File: config.mk
export PLATFORM = sky130hd
export DESIGN_NAME = rpn_stack_ctrl_flat
export DESIGN_NICKNAME = d
export VERILOG_FILES = /design/src/rtl/rpn_pkg.sv /design/src/rtl/rpn_stack_ctrl_if.sv /design/src/rtl/rpn_alu.sv /design/src/rtl/rpn_stack_ctrl.sv /design/src/flat_wrapper.sv
export SDC_FILE = /design/constraint.sdc
export NUM_CORES = 1
export LEC_CHECK = 0
export ABC_AREA = 1
export BUFFER_PORTS_ARGS = -buffer_cell sky130_fd_sc_hd__buf_2
export CAP_MARGIN = 5
export CORE_MARGIN = 2
export CORE_UTILIZATION = 50
export CTS_BUF_LIST = sky130_fd_sc_hd__clkbuf_8
export DETAILED_ROUTE_END_ITERATION = 7
export PLACE_DENSITY = 0.75
export SLEW_MARGIN = 10
export SYNTH_ARGS = -nofsm -noshare
export SYNTH_HDL_FRONTEND = slang
export SYNTH_SLANG_ARGS = --single-unit
File: constraint.sdc
create_clock -name clk -period 2.8 [get_ports clk]
set_clock_uncertainty 0.15 [all_clocks]
set_input_delay 0.14 -clock clk [delete_from_list [all_inputs] [get_ports clk]]
set_output_delay 0.14 -clock clk [all_outputs]
set_load 0.05 [all_outputs]
File: src/rtl/rpn_pkg.sv
// Shared constants for the RPN controller, its ALU and the attached stack.
//   Stack commands : CMD_NOP / CMD_CLR / CMD_PUSH / CMD_POP (2-bit stack cmd port)
//   Opcodes        : OP_ADD / OP_SUB / OP_AND / OP_XOR (operator token data[1:0])
//   Controller FSM : ST_* state encodings
package rpn_pkg;

  localparam int unsigned CMD_W = 2;
  localparam int unsigned OP_W  = 2;
  localparam int unsigned ST_W  = 3;

  localparam logic [1:0] CMD_NOP  = 2'b00;
  localparam logic [1:0] CMD_CLR  = 2'b01;
  localparam logic [1:0] CMD_PUSH = 2'b10;
  localparam logic [1:0] CMD_POP  = 2'b11;

  localparam logic [1:0] OP_ADD = 2'b00;
  localparam logic [1:0] OP_SUB = 2'b01;
  localparam logic [1:0] OP_AND = 2'b10;
  localparam logic [1:0] OP_XOR = 2'b11;

  localparam logic [2:0] ST_INIT  = 3'd0;
  localparam logic [2:0] ST_IDLE  = 3'd1;
  localparam logic [2:0] ST_PUSHV = 3'd2;
  localparam logic [2:0] ST_POPB  = 3'd3;
  localparam logic [2:0] ST_POPA  = 3'd4;
  localparam logic [2:0] ST_CAP   = 3'd5;
  localparam logic [2:0] ST_PUSHR = 3'd6;
  localparam logic [2:0] ST_ERR   = 3'd7;

endpackage

File: src/rtl/rpn_stack_ctrl_if.sv
// Token stream handshake into the RPN controller.
//   tok_valid : token present (source -> controller)
//   tok_ready : controller accepts on valid & ready at a rising edge
//   tok_is_op : 1 = operator, 0 = operand
//   tok_data  : operand value, or opcode in [1:0]
interface rpn_stack_ctrl_if #(
  parameter int unsigned DW = 8
);

  logic          tok_valid;
  logic          tok_ready;
  logic          tok_is_op;
  logic [DW-1:0] tok_data;

  modport master (
    output tok_valid,
    output tok_is_op,
    output tok_data,
    input  tok_ready
  );

  modport slave (
    input  tok_valid,
    input  tok_is_op,
    input  tok_data,
    output tok_ready
  );

endinterface

File: src/rtl/rpn_alu.sv
// Combinational RPN arithmetic, all modulo 2^DW.
//   a  : deeper operand
//   b  : top-of-stack operand
//   op : opcode (ADD, SUB a-b, AND, XOR)
//   r  : result
module rpn_alu
  import rpn_pkg::*;
#(
  parameter int unsigned DW = 8
) (
  input  logic [DW-1:0]   a,
  input  logic [DW-1:0]   b,
  input  logic [OP_W-1:0] op,
  output logic [DW-1:0]   r
);

  always_comb begin
    r = '0;
    case (op)
      OP_ADD:  r = DW'(a + b);
      OP_SUB:  r = DW'(a - b);
      OP_AND:  r = a & b;
      OP_XOR:  r = a ^ b;
      default: r = '0;
    endcase
  end

endmodule

File: src/rtl/rpn_stack_ctrl.sv
// RPN command sequencer: turns a token stream into NOP/CLR/PUSH/POP commands
// for an external DEPTH x DW stack and evaluates binary operators.
//   clk, rst   : clock, async active-high reset
//   clr        : synchronous soft clear (abort, empty stack, clear err)
//   tok        : token handshake (slave side)
//   stk_cmd    : stack command; stk_din / stk_dout / stk_error to/from stack
//   res_valid  : one-cycle pulse while an operator result is pushed
//   res_data   : last operator result
//   depth      : believed stack occupancy
//   err        : sticky error flag (underflow, overflow, stack error)
module rpn_stack_ctrl
  import rpn_pkg::*;
#(
  parameter int unsigned DEPTH = 8,
  parameter int unsigned DW    = 8,
  parameter int unsigned CW    = 4
) (
  input  logic               clk,
  input  logic               rst,
  input  logic               clr,
  rpn_stack_ctrl_if.slave    tok,
  output logic [CMD_W-1:0]   stk_cmd,
  output logic [DW-1:0]      stk_din,
  input  logic [DW-1:0]      stk_dout,
  input  logic               stk_error,
  output logic               res_valid,
  output logic [DW-1:0]      res_data,
  output logic [CW-1:0]      depth,
  output logic               err
);

  logic [ST_W-1:0]  state,     state_nxt;
  logic [CMD_W-1:0] cmd_nxt;
  logic [DW-1:0]    din_nxt;
  logic             res_valid_nxt;
  logic [DW-1:0]    res_data_nxt;
  logic [CW-1:0]    depth_nxt;
  logic             err_nxt;
  logic             ready_q,   ready_nxt;
  logic [DW-1:0]    b_q,       b_nxt;
  logic [OP_W-1:0]  op_q,      op_nxt;
  logic [DW-1:0]    alu_r;

  assign tok.tok_ready = ready_q;

  // A comes straight from stk_dout during CAP; B was captured a cycle earlier.
  rpn_alu #(.DW(DW)) u_alu (
    .a  (stk_dout),
    .b  (b_q),
    .op (op_q),
    .r  (alu_r)
  );

  // State and registered outputs.
  always_ff @(posedge clk or posedge rst) begin
    if (rst) begin
      state     <= ST_INIT;
      stk_cmd   <= CMD_NOP;
      stk_din   <= '0;
      res_valid <= 1'b0;
      res_data  <= '0;
      depth     <= '0;
      err       <= 1'b0;
      ready_q   <= 1'b0;
      b_q       <= '0;
      op_q      <= '0;
    end else begin
      state     <= state_nxt;
      stk_cmd   <= cmd_nxt;
      stk_din   <= din_nxt;
      res_valid <= res_valid_nxt;
      res_data  <= res_data_nxt;
      depth     <= depth_nxt;
      err       <= err_nxt;
      ready_q   <= ready_nxt;
      b_q       <= b_nxt;
      op_q      <= op_nxt;
    end
  end

  // Next state and the output values that go with it.
  always_comb begin
    state_nxt     = state;
    cmd_nxt       = CMD_NOP;
    din_nxt       = stk_din;
    res_valid_nxt = 1'b0;
    res_data_nxt  = res_data;
    depth_nxt     = depth;
    err_nxt       = err;
    ready_nxt     = 1'b0;
    b_nxt         = b_q;
    op_nxt        = op_q;

    if (clr) begin
      state_nxt = ST_INIT;
      cmd_nxt   = CMD_CLR;
      depth_nxt = '0;
      err_nxt   = 1'b0;
    end else if (stk_error && (state != ST_INIT)) begin
      state_nxt = ST_ERR;
      err_nxt   = 1'b1;
    end else begin
      case (state)
        // Out of reset the CLR has not been shown yet; after clr it already has.
        ST_INIT: begin
          if (stk_cmd == CMD_CLR) begin
            state_nxt = ST_IDLE;
            ready_nxt = 1'b1;
          end else begin
            cmd_nxt = CMD_CLR;
          end
        end
        ST_IDLE: begin
          ready_nxt = 1'b1;
          if (tok.tok_valid && ready_q) begin
            ready_nxt = 1'b0;
            if (!tok.tok_is_op) begin
              if (depth < CW'(DEPTH)) begin
                state_nxt = ST_PUSHV;
                cmd_nxt   = CMD_PUSH;
                din_nxt   = tok.tok_data;
              end else begin
                state_nxt = ST_ERR;
                err_nxt   = 1'b1;
              end
            end else begin
              if (depth >= CW'(2)) begin
                state_nxt = ST_POPB;
                cmd_nxt   = CMD_POP;
                op_nxt    = tok.tok_data[OP_W-1:0];
              end else begin
                state_nxt = ST_ERR;
                err_nxt   = 1'b1;
              end
            end
          end
        end
        ST_PUSHV: begin
          state_nxt = ST_IDLE;
          ready_nxt = 1'b1;
          depth_nxt = depth + CW'(1);
        end
        ST_POPB: begin
          state_nxt = ST_POPA;
          cmd_nxt   = CMD_POP;
        end
        ST_POPA: begin
          state_nxt = ST_CAP;
          b_nxt     = stk_dout;
        end
        ST_CAP: begin
          state_nxt     = ST_PUSHR;
          cmd_nxt       = CMD_PUSH;
          din_nxt       = alu_r;
          res_valid_nxt = 1'b1;
          res_data_nxt  = alu_r;
        end
        ST_PUSHR: begin
          state_nxt = ST_IDLE;
          ready_nxt = 1'b1;
          depth_nxt = depth - CW'(1);
        end
        ST_ERR: begin
          state_nxt = ST_ERR;
        end
        default: begin
          state_nxt = ST_INIT;
          cmd_nxt   = CMD_CLR;
        end
      endcase
    end
  end

endmodule

File: src/flat_wrapper.sv
// flat-port wrapper written by rule: the top's interface ports become plain ports
module rpn_stack_ctrl_flat import rpn_pkg::*;
#(
  parameter int unsigned DEPTH = 8,
  parameter int unsigned DW    = 8,
  parameter int unsigned CW    = 4
)
  (clk, rst, clr, stk_cmd, stk_din, stk_dout, stk_error, res_valid, res_data, depth, err, tok_tok_valid, tok_tok_is_op, tok_tok_data, tok_tok_ready);
  rpn_stack_ctrl_if #(.DW(DW)) tok_i ();
  input  logic clk;
  input  logic rst;
  input  logic clr;
  output logic [CMD_W-1:0] stk_cmd;
  output logic [DW-1:0] stk_din;
  input  logic [DW-1:0] stk_dout;
  input  logic stk_error;
  output logic res_valid;
  output logic [DW-1:0] res_data;
  output logic [CW-1:0] depth;
  output logic err;
  input wire logic [$bits(tok_i.tok_valid)-1:0] tok_tok_valid;
  input wire logic [$bits(tok_i.tok_is_op)-1:0] tok_tok_is_op;
  input wire logic [$bits(tok_i.tok_data)-1:0] tok_tok_data;
  output wire logic [$bits(tok_i.tok_ready)-1:0] tok_tok_ready;
  assign tok_i.tok_valid = tok_tok_valid;
  assign tok_i.tok_is_op = tok_tok_is_op;
  assign tok_i.tok_data = tok_tok_data;
  assign tok_tok_ready = tok_i.tok_ready;
  rpn_stack_ctrl #(.DEPTH(DEPTH), .DW(DW), .CW(CW)) u_core (.clk(clk), .rst(rst), .clr(clr), .tok(tok_i), .stk_cmd(stk_cmd), .stk_din(stk_din), .stk_dout(stk_dout), .stk_error(stk_error), .res_valid(res_valid), .res_data(res_data), .depth(depth), .err(err));
endmodule
-- Word level (Yosys, flattened, before mapping)
Cells that the tools add are included.
- bitwise logic cells: 4
- mux-type cells: 39
- reductions and logical operators: 17
- add/sub/neg operators: 4
- magnitude comparators: 2
- equality and inequality tests: 19
- operators with widths (operator ; number):
    one-hot mux 8 bit (4 select lines) ; 1
    two-way mux 8 bit ; 3
    two-way mux 3 bit ; 7
    one-hot mux 3 bit (7 select lines) ; 1
    one-hot mux 8 bit (2 select lines) ; 1
    two-way mux 1 bit ; 15
    equality test 3 bit, second input constant ; 4
    two-way mux 2 bit ; 6
    AND reduction 6 bit ; 2
    nonzero test 3 bit ; 4
    adder 8 bit ; 1
    AND 8 bit ; 1
    two-way mux 4 bit ; 2
    != test 4 x 2 -> 1 bit, second input constant ; 2
    != test 4 x 3 -> 1 bit, second input constant ; 2
    one-hot mux 2 bit (4 select lines) ; 1
    one-hot mux 4 bit (2 select lines) ; 1
    subtractor 8 bit ; 1
    XOR 8 bit ; 1
    equality test 3 x 2 -> 1 bit, second input constant ; 2
    AND reduction 3 bit ; 2
    adder 4 x 1 -> 4 bit, second input constant ; 1
    equality test 2 x 1 -> 1 bit, second input constant ; 2
    equality test 2 bit, second input constant ; 2
    other kinds (15) ; 20
- flip-flop bits (word level): 38
- input port bits: 22
- output and inout bits: 25

-- Logic depth before layout (Yosys ltp)
Gate-level depths: netlist (run 1).
- depth in word-level cells: 7
- gate-level depth with buffers: 17

-- Modules after synthesis
From an unflattened synthesis (run 1), not the netlist that was laid out.
- cells, all modules: 367
- area total of the unflattened synthesis: 2716.4 sq um
- by module, submodules not included (module ; cells each ; area an instance (sq um) ; times used):
    rpn_stack_ctrl ; 237 ; 1954.4 ; 1
    rpn_alu ; 130 ; 762.0 ; 1

-- Worst setup path before layout (run 1)
OpenSTA, ideal clock, no wires.
- path type: register to register
- start: register u_core.b_q[0]
- end: register u_core.stk_din[7]
- slack: 0.403 ns
- arrival time: 2.129 ns
- stages on the path, launching flop included: 18
- path buffers: 0
- cells stage by stage: dfrtp_1 -> inv_1 -> ha_1 -> inv_1 -> o31ai_1 -> nand2_1 -> xor2_1 -> ha_1 -> nand2_1 -> inv_1 -> nand2_1 -> nand2_1 -> a21oi_1 -> nand3_1 -> nand3_1 -> nand3_1 -> nand2_1 -> nand2_1
- longest elaborated chain between the ends: 3
- elaborated cells between the ends (all ways): 4
- ends and longest elaborated chain (item ; RTL line ; text):
    from (decl) ; rpn_stack_ctrl.sv:40 ; logic [DW-1:0] b_q, b_nxt;
    from (signal assigned) ; rpn_stack_ctrl.sv:76 ; b_q <= b_nxt;
    subtractor 8 bit or adder 8 bit (tied branches) ; rpn_alu.sv:21, rpn_alu.sv:20 ;
    one-hot mux 8 bit (4 select lines) (*) ; rpn_alu.sv:19 ; case (op)
    one-hot mux 8 bit (2 select lines) (*) ; rpn_stack_ctrl.sv:103 ; case (state)
    to (signal assigned) ; rpn_stack_ctrl.sv:70 ; stk_din <= din_nxt;
    to (decl) ; rpn_stack_ctrl.sv:23 ; output logic [DW-1:0] stk_din,
Every way passes the cells marked *; elsewhere a longest branch is shown, timed or not.
A chain may end at the register's enable or synchronous reset.

-- Worst setup path after layout (run 1)
Same ends and word-level chain as after synthesis.

==> results of run 1 <==
flip-flops by register name, indices dropped and copies added (netlist names):
| name | cells |
|---|---|
| u_core.tok.tok_ready | 1 |
| u_core.res_data | 8 |
| u_core.state | 3 |
| u_core.res_valid | 1 |
| u_core.stk_cmd | 2 |
| u_core.op_q | 2 |
| u_core.err | 1 |
| u_core.stk_din | 8 |
| u_core.b_q | 8 |
| u_core.depth | 4 |
cell usage in the layout (no fill, tap or decap), types with 7 or more instances in the layout:
| cell | count |
|---|---|
| nand2_1 | 79 |
| buf_2 | 46 |
| inv_1 | 42 |
| dfrtp_1 | 37 |
| nor2_1 | 35 |
| nand3_1 | 24 |
| o21ai_0 | 20 |
| ha_1 | 17 |
| a21oi_1 | 15 |
| dlygate4sd3_1 | 15 |
| nor3_1 | 8 |
| xor2_1 | 7 |
| a31oi_1 | 7 |
metrics by stage:
step	area (sq um)	utilization [%]
after floorplan	2560	-
after global placement	2870	57.2
after detailed placement	2870	57.2
after CTS	3110	62.1
after global routing	3140	62.7
final	3140	62.7
synthesized netlist by cell type (4+ instances only):
cell | n | area, sq um
xor2_1 | 7 | 61.3
nor2_1 | 35 | 131
nor3_1 | 8 | 40.0
nand3_1 | 24 | 120
nand4_1 | 4 | 25.0
nand2_1 | 80 | 300
a21oi_1 | 16 | 80.1
inv_1 | 41 | 154
o21ai_0 | 20 | 100
a31oi_1 | 7 | 43.8
dfrtp_1 | 38 | 951
ha_1 | 18 | 225
per-layer routing:
layer / vias to the layer above / track usage, % / routed length (um)
met1: 1113 / 33.1 / 3020
met3: 9 / 4.37 / 277
met5: - / 0 / 0
met4: 0 / 7.21 / 70
met2: 74 / 34.3 / 2750
li1: 1226 / - / -
kinds of logic (layout without fill, tap and decap cells):
group	after synthesis	count (layout)	synth area share, %
DFF	38	38	37.2
AOI/OAI and AO/OA	54	54	12.0
adders and majority gates	20	20	10.4
and+or+nand+nor	158	158	27.4
muxes	3	3	1.32
xor gates and xnor gates	10	10	3.43
buffers and inverters	51	118	8.22
power by group through the flow:
| stage | registers (mW) | logic, mW | clock network, mW |
|---|---|---|---|
| after CTS | 0.940 | 2.05 | 0.410 |
| after floorplan | 1.39 | 1.13 | 0 |
| final | 0.949 | 2.12 | 0.400 |
| after global placement | 0.938 | 1.99 | 0 |
| after global routing | 0.985 | 2.34 | 0.431 |
| after detailed placement | 0.949 | 2.02 | 0 |
worst min path at each step:
stage,depth (start not counted),to,from
floorplan,1,u_core.err,clr
global placement,3,u_core.depth[1],rst
detailed placement,3,u_core.b_q[2],rst
CTS,3,u_core.state[2],stk_error
global route,3,u_core.state[2],stk_error
finish,3,u_core.state[2],stk_error
worst max-delay path, stage by stage (launching register included):
cell     delay (ns)
dfrtp_1        0.41
inv_1          0.12
ha_1           0.16
inv_1          0.06
o31ai_4        0.20
nand2_1        0.10
xor2_1         0.15
ha_1           0.34
nand2_1        0.11
inv_1          0.05
nand2_1        0.08
nand2_1        0.05
a21oi_1        0.12
nand3_1        0.08
nand3_1        0.09
nand3_1        0.08
nand2_1        0.06
nand2_1        0.04
area by class of cell:
class,instances,area (sq um)
clock buffer,6,82.6
clock inverter,2,8.76
fill,483,1870
inverter,45,174
multi-input combinational,245,1430
sequential,38,952
tap,70,87.6
timing repair buffer,65,410
repair_timing:
| action | 4_1_cts | 5_1_grt |
|---|---|---|
| hold buffers | 15 | 0 |
| resized for setup | 0 | 6 |
| endpoints found under the hold margin | 53 | 0 |
| endpoints found under the setup margin | 0 | 5 |
==> run metrics, run 1 <==
period utilization 91.9%; Fin Hold WS approximately 0.023 ns; first-pass GRT wire length between 9000 and 10000 um; Fin. Hold Viols 0; via count around 2400; ratio of cells with drive above 1 in the final layout around a fifth; # diodes 0; post-synthesis register bit count 38; CTS clk-pin slew, worst paths ~0.080 ns; Worst-Skew Late Latency 0.30 ns; Place WS between 0.15 and 0.2 ns; max-capacitance violation count 0; kind of critical path reg2reg; Ports 47; global-route usage over all layers a little under a quarter; final setup violation count 0; Die Y about 76 um; placed insts approximately 450; status finished clean; RSZ-0062 raised after global routing yes; Clock Tree Buf Depth 2; worst setup margin 0.226 ns; die footprint between 5000 and 6000 sq um; WL final 6120 um; CTS sink cnt 38; hpwl dp between 4000 and 5000 um; syn_nets approximately 380; pin count of the biggest net entering global routing 39; Hold Path Class in2reg; Fmax achieved around 0.39 GHz; Setup Fix Bufs, Post-CTS 0; WL per Instance 13.0 um; cell internal pwr 1.64 mW; WP data arrival roughly 2.6 ns; Worst Tran Pin Value slightly below 0.5 ns; FF-to-FF End u_core.stk_din[7]; FFs w/ async S/R, synth 100%; VDD IR max just over 0.5 mV; Final Power roughly 3.5 mW; Core Area 5010 sq um; Avg Inst Size Synth approximately 7.7 sq um; Reg2Reg Setup Slack 0.23 ns; Clock power frac 11.5%; clock root buffer clkbuf_8; worst relative slew slack about two thirds; Syn-to-layout area delta 23.0%; Net Switching between 1.5 and 2 mW; crit path max fanout 4; DRC viols 0; CTS tree yes; P_leak 1.65 nW; post-synth cell types 35; number of synthesized flops with an enable pin 0; H-tree lvl count 2; Non-Filler Instances 471; Worst setup SP type register; worst setup path endpoint u_core.stk_din[7]; CP required between 2 and 3 ns; YS warnings 0; Initial Util 51.0%; power share of the combinational group between 60% and 70%; Seq/Total Area, Yosys 37.2%; antenna-violating nets left 0; drt via density between 5 and 6; Iteration-0 DRC Markers between 200 and 250; CP endpoint kind register; Final GP Congestion between 0.9 and 1; grt total ovfl 0; r2r worst-path depth 17; switching part of the total 52.8%; initial antenna violation count 0; min Tclk post-route 2.57 ns; top_reg_cell synth dfrtp_1; cts bufs inserted 5; r2r startpoint u_core.b_q[0]; Initial DRT Pass Iterations 5; Slew Viols, Final 0; setup tns final 0 ns; CP startpoint u_core.b_q[0]; Chip Width 75.5 um; Cell Area, Synth between 2000 and 3000 sq um; Seq pwr share 27.4%; NumNets Final about 440; # rows 26; number of global-route vias before repair ~2100; Gate Count Post-Synth about 330; port buffer count 46; power per standard cell area around 1100 nW/um^2
No activity file was read; power rests on OpenSTA's default activity.
==> inputs of run 2 (changes only) <==
- clock period: 2.8 -> 3.3 ns (I/O delays scaled with it)
==> run 2 against run 1 <==
Via count shrank 2.9%. Clock-buffer cell count unchanged. Critical path type unchanged. Die area stayed put. Hold slack got worse by 0.020 ns. Total power shrank 17%. Sequential share of layout area increased by 0.94 points. Largest power group unchanged. Largest cell class unchanged. Register-to-register slack improved by 0.36 ns. Sequential power fell by 16%. Worst setup slack gained 0.36 ns. Clock power fell by 16%.
==> run metrics, run 2 (synthesized netlist as in run 1, its figures left out) <==
Iteration-0 DRC Markers between 150 and 200; clock root buffer clkbuf_8; Final GP Congestion ~0.97; most common cell after layout, fill and taps aside nand2_1; min-delay src clr; Cell Chain, Critical Path inv_1, nand2_1, o31ai_1, xor2_1, inv_1, ha_1, nand2_1, inv_1, nand4_1, nand3_1, nand2_1, nand3_1, nand3_1, nand2_1, nand2_1; final setup violation count 0; NumNets Final ~440; CP required 3.34 ns; CTS clk-pin slew, worst paths 0.08 ns; grt total ovfl 0; die footprint 5700 sq um; DRC viols 0; Reg2Reg Setup Slack 0.59 ns; global-route usage over all layers between 20% and 30%; r2r worst-path depth 15; RSZ-0062 raised after global routing no; Place WS 0.646 ns; WP data arrival about 2.8 ns; worst setup margin between 0.5 and 0.6 ns; Crit path buffers/inverters 3; P_leak ~1.6 nW; Initial Util approximately half; Slew Viols, Final 0; Filler Cell Count a little under 500; top flop regs u_core.b_q x8, u_core.res_data x8, u_core.stk_din x8; CP endpoint kind register; number of global-route vias before repair a little over 2000; H-tree lvl count 2; Worst Tran Pin Value 0.881 ns; WL final 5640 um; WHS Endpoint u_core.err; Die Y between 70 and 80 um; Hold Path Stages 2; Final Cell Area about 3000 sq um; Ports 47; status finished clean; slowest CP cell dfrtp_1; VDD IR max roughly 0.44 mV; antenna-violating nets left 0; # rows 26; commonest non-fill, non-tap cells in the layout nand2_1 (80), buf_2 (46), inv_1 (42); Initial DRT Pass Iterations 7; port buffer count 46; family with the most delay on the worst path simple AND/OR/NAND/NOR gates; Chip Width 75.5 um; fin util between 60% and 70%; Fmax achieved about 0.37 GHz; Worst setup SP type register; kind of critical path reg2reg; crit path max fanout 10; power per standard cell area ~940 nW/um^2; min Tclk post-route around 2.7 ns; max-capacitance violation count 0; Syn-to-layout area delta 19.1%; CTS sink cnt 38; WL per Instance approximately 12 um; cts bufs inserted 5; Worst-Skew Late Latency approximately 0.30 ns; most frequent CP cell nand2_1; # diodes 0; setup tns final 0 ns; via count about 2400; r2r startpoint u_core.op_q[1]; CTS tree yes; PostCTS Resize Cnt 0; Placed Area roughly 2900 sq um; hpwl dp 4370 um; worst relative slew slack 41.2%; pin count of the biggest net entering global routing 24; FF-to-FF End u_core.stk_din[6]; Core Area about 5000 sq um; largest stage delay on the critical path 0.48 ns; first-pass GRT wire length a little over 9000 um; ratio of cells with drive above 1 in the final layout approximately 17%; Fin. Hold Viols 0; Hold Path Class in2reg; Clock Tree Buf Depth 2; initial antenna violation count 0; drt via density 5.07; period utilization 82.3%; Fin Hold WS 0.00341 ns
-- run 2: what timing repair did --
action,4_1_cts,5_1_grt
endpoints found under the hold margin,32,0
setup buffers,0,0
hold buffers,10,0
-- run 2: where the power goes --
part           switching [mW]  leakage [nW]  internal, mW
combinational            1.18          1.09         0.548
sequential              0.147         0.476         0.648
clock                   0.172        0.0524         0.166
-- run 2: per-layer routing --
layer / part of all wire (%) / up-vias / track usage (%)
met5: 0 / - / 0
met3: 5.6 / 9 / 4.50
met2: 43 / 81 / 31.6
li1: - / 1217 / -
met4: 1.4 / 0 / 6.04
met1: 51 / 1044 / 31.7
-- run 2: how the worst max path moves through the flow --
stage	start	cells after the start	end	slack (ns)
after floorplan	u_core.b_q[0]	17	u_core.stk_din[7]	0.90
after global placement	u_core.op_q[1]	11	u_core.stk_din[3]	0.72
after detailed placement	u_core.op_q[1]	11	u_core.stk_din[3]	0.65
after CTS	u_core.op_q[1]	11	u_core.stk_din[3]	0.62
after global routing	u_core.op_q[1]	16	u_core.stk_din[7]	0.31
final	u_core.op_q[1]	15	u_core.stk_din[6]	0.59
-- run 2: layout make-up --
type | instances | area, sq um | area share (%)
clock buffers | 6 | 82.6 | 2.71
clock inverters | 2 | 8.76 | 0.288
repair buffers | 58 | 345 | 11.3
inverters | 45 | 174 | 5.71
well taps | 70 | 87.6 | 2.88
flip-flops and latches | 38 | 951 | 31.2
multi-input cells | 245 | 1400 | 45.8
-- run 2: through the flow --
| stage | instances | power, mW |
|---|---|---|
| floorplan | 334 | 2.14 |
| global placement | 446 | 2.49 |
| detailed placement | 446 | 2.51 |
| CTS | 464 | 2.86 |
| global route | 464 | 3.13 |
| finish | 464 | 2.86 |
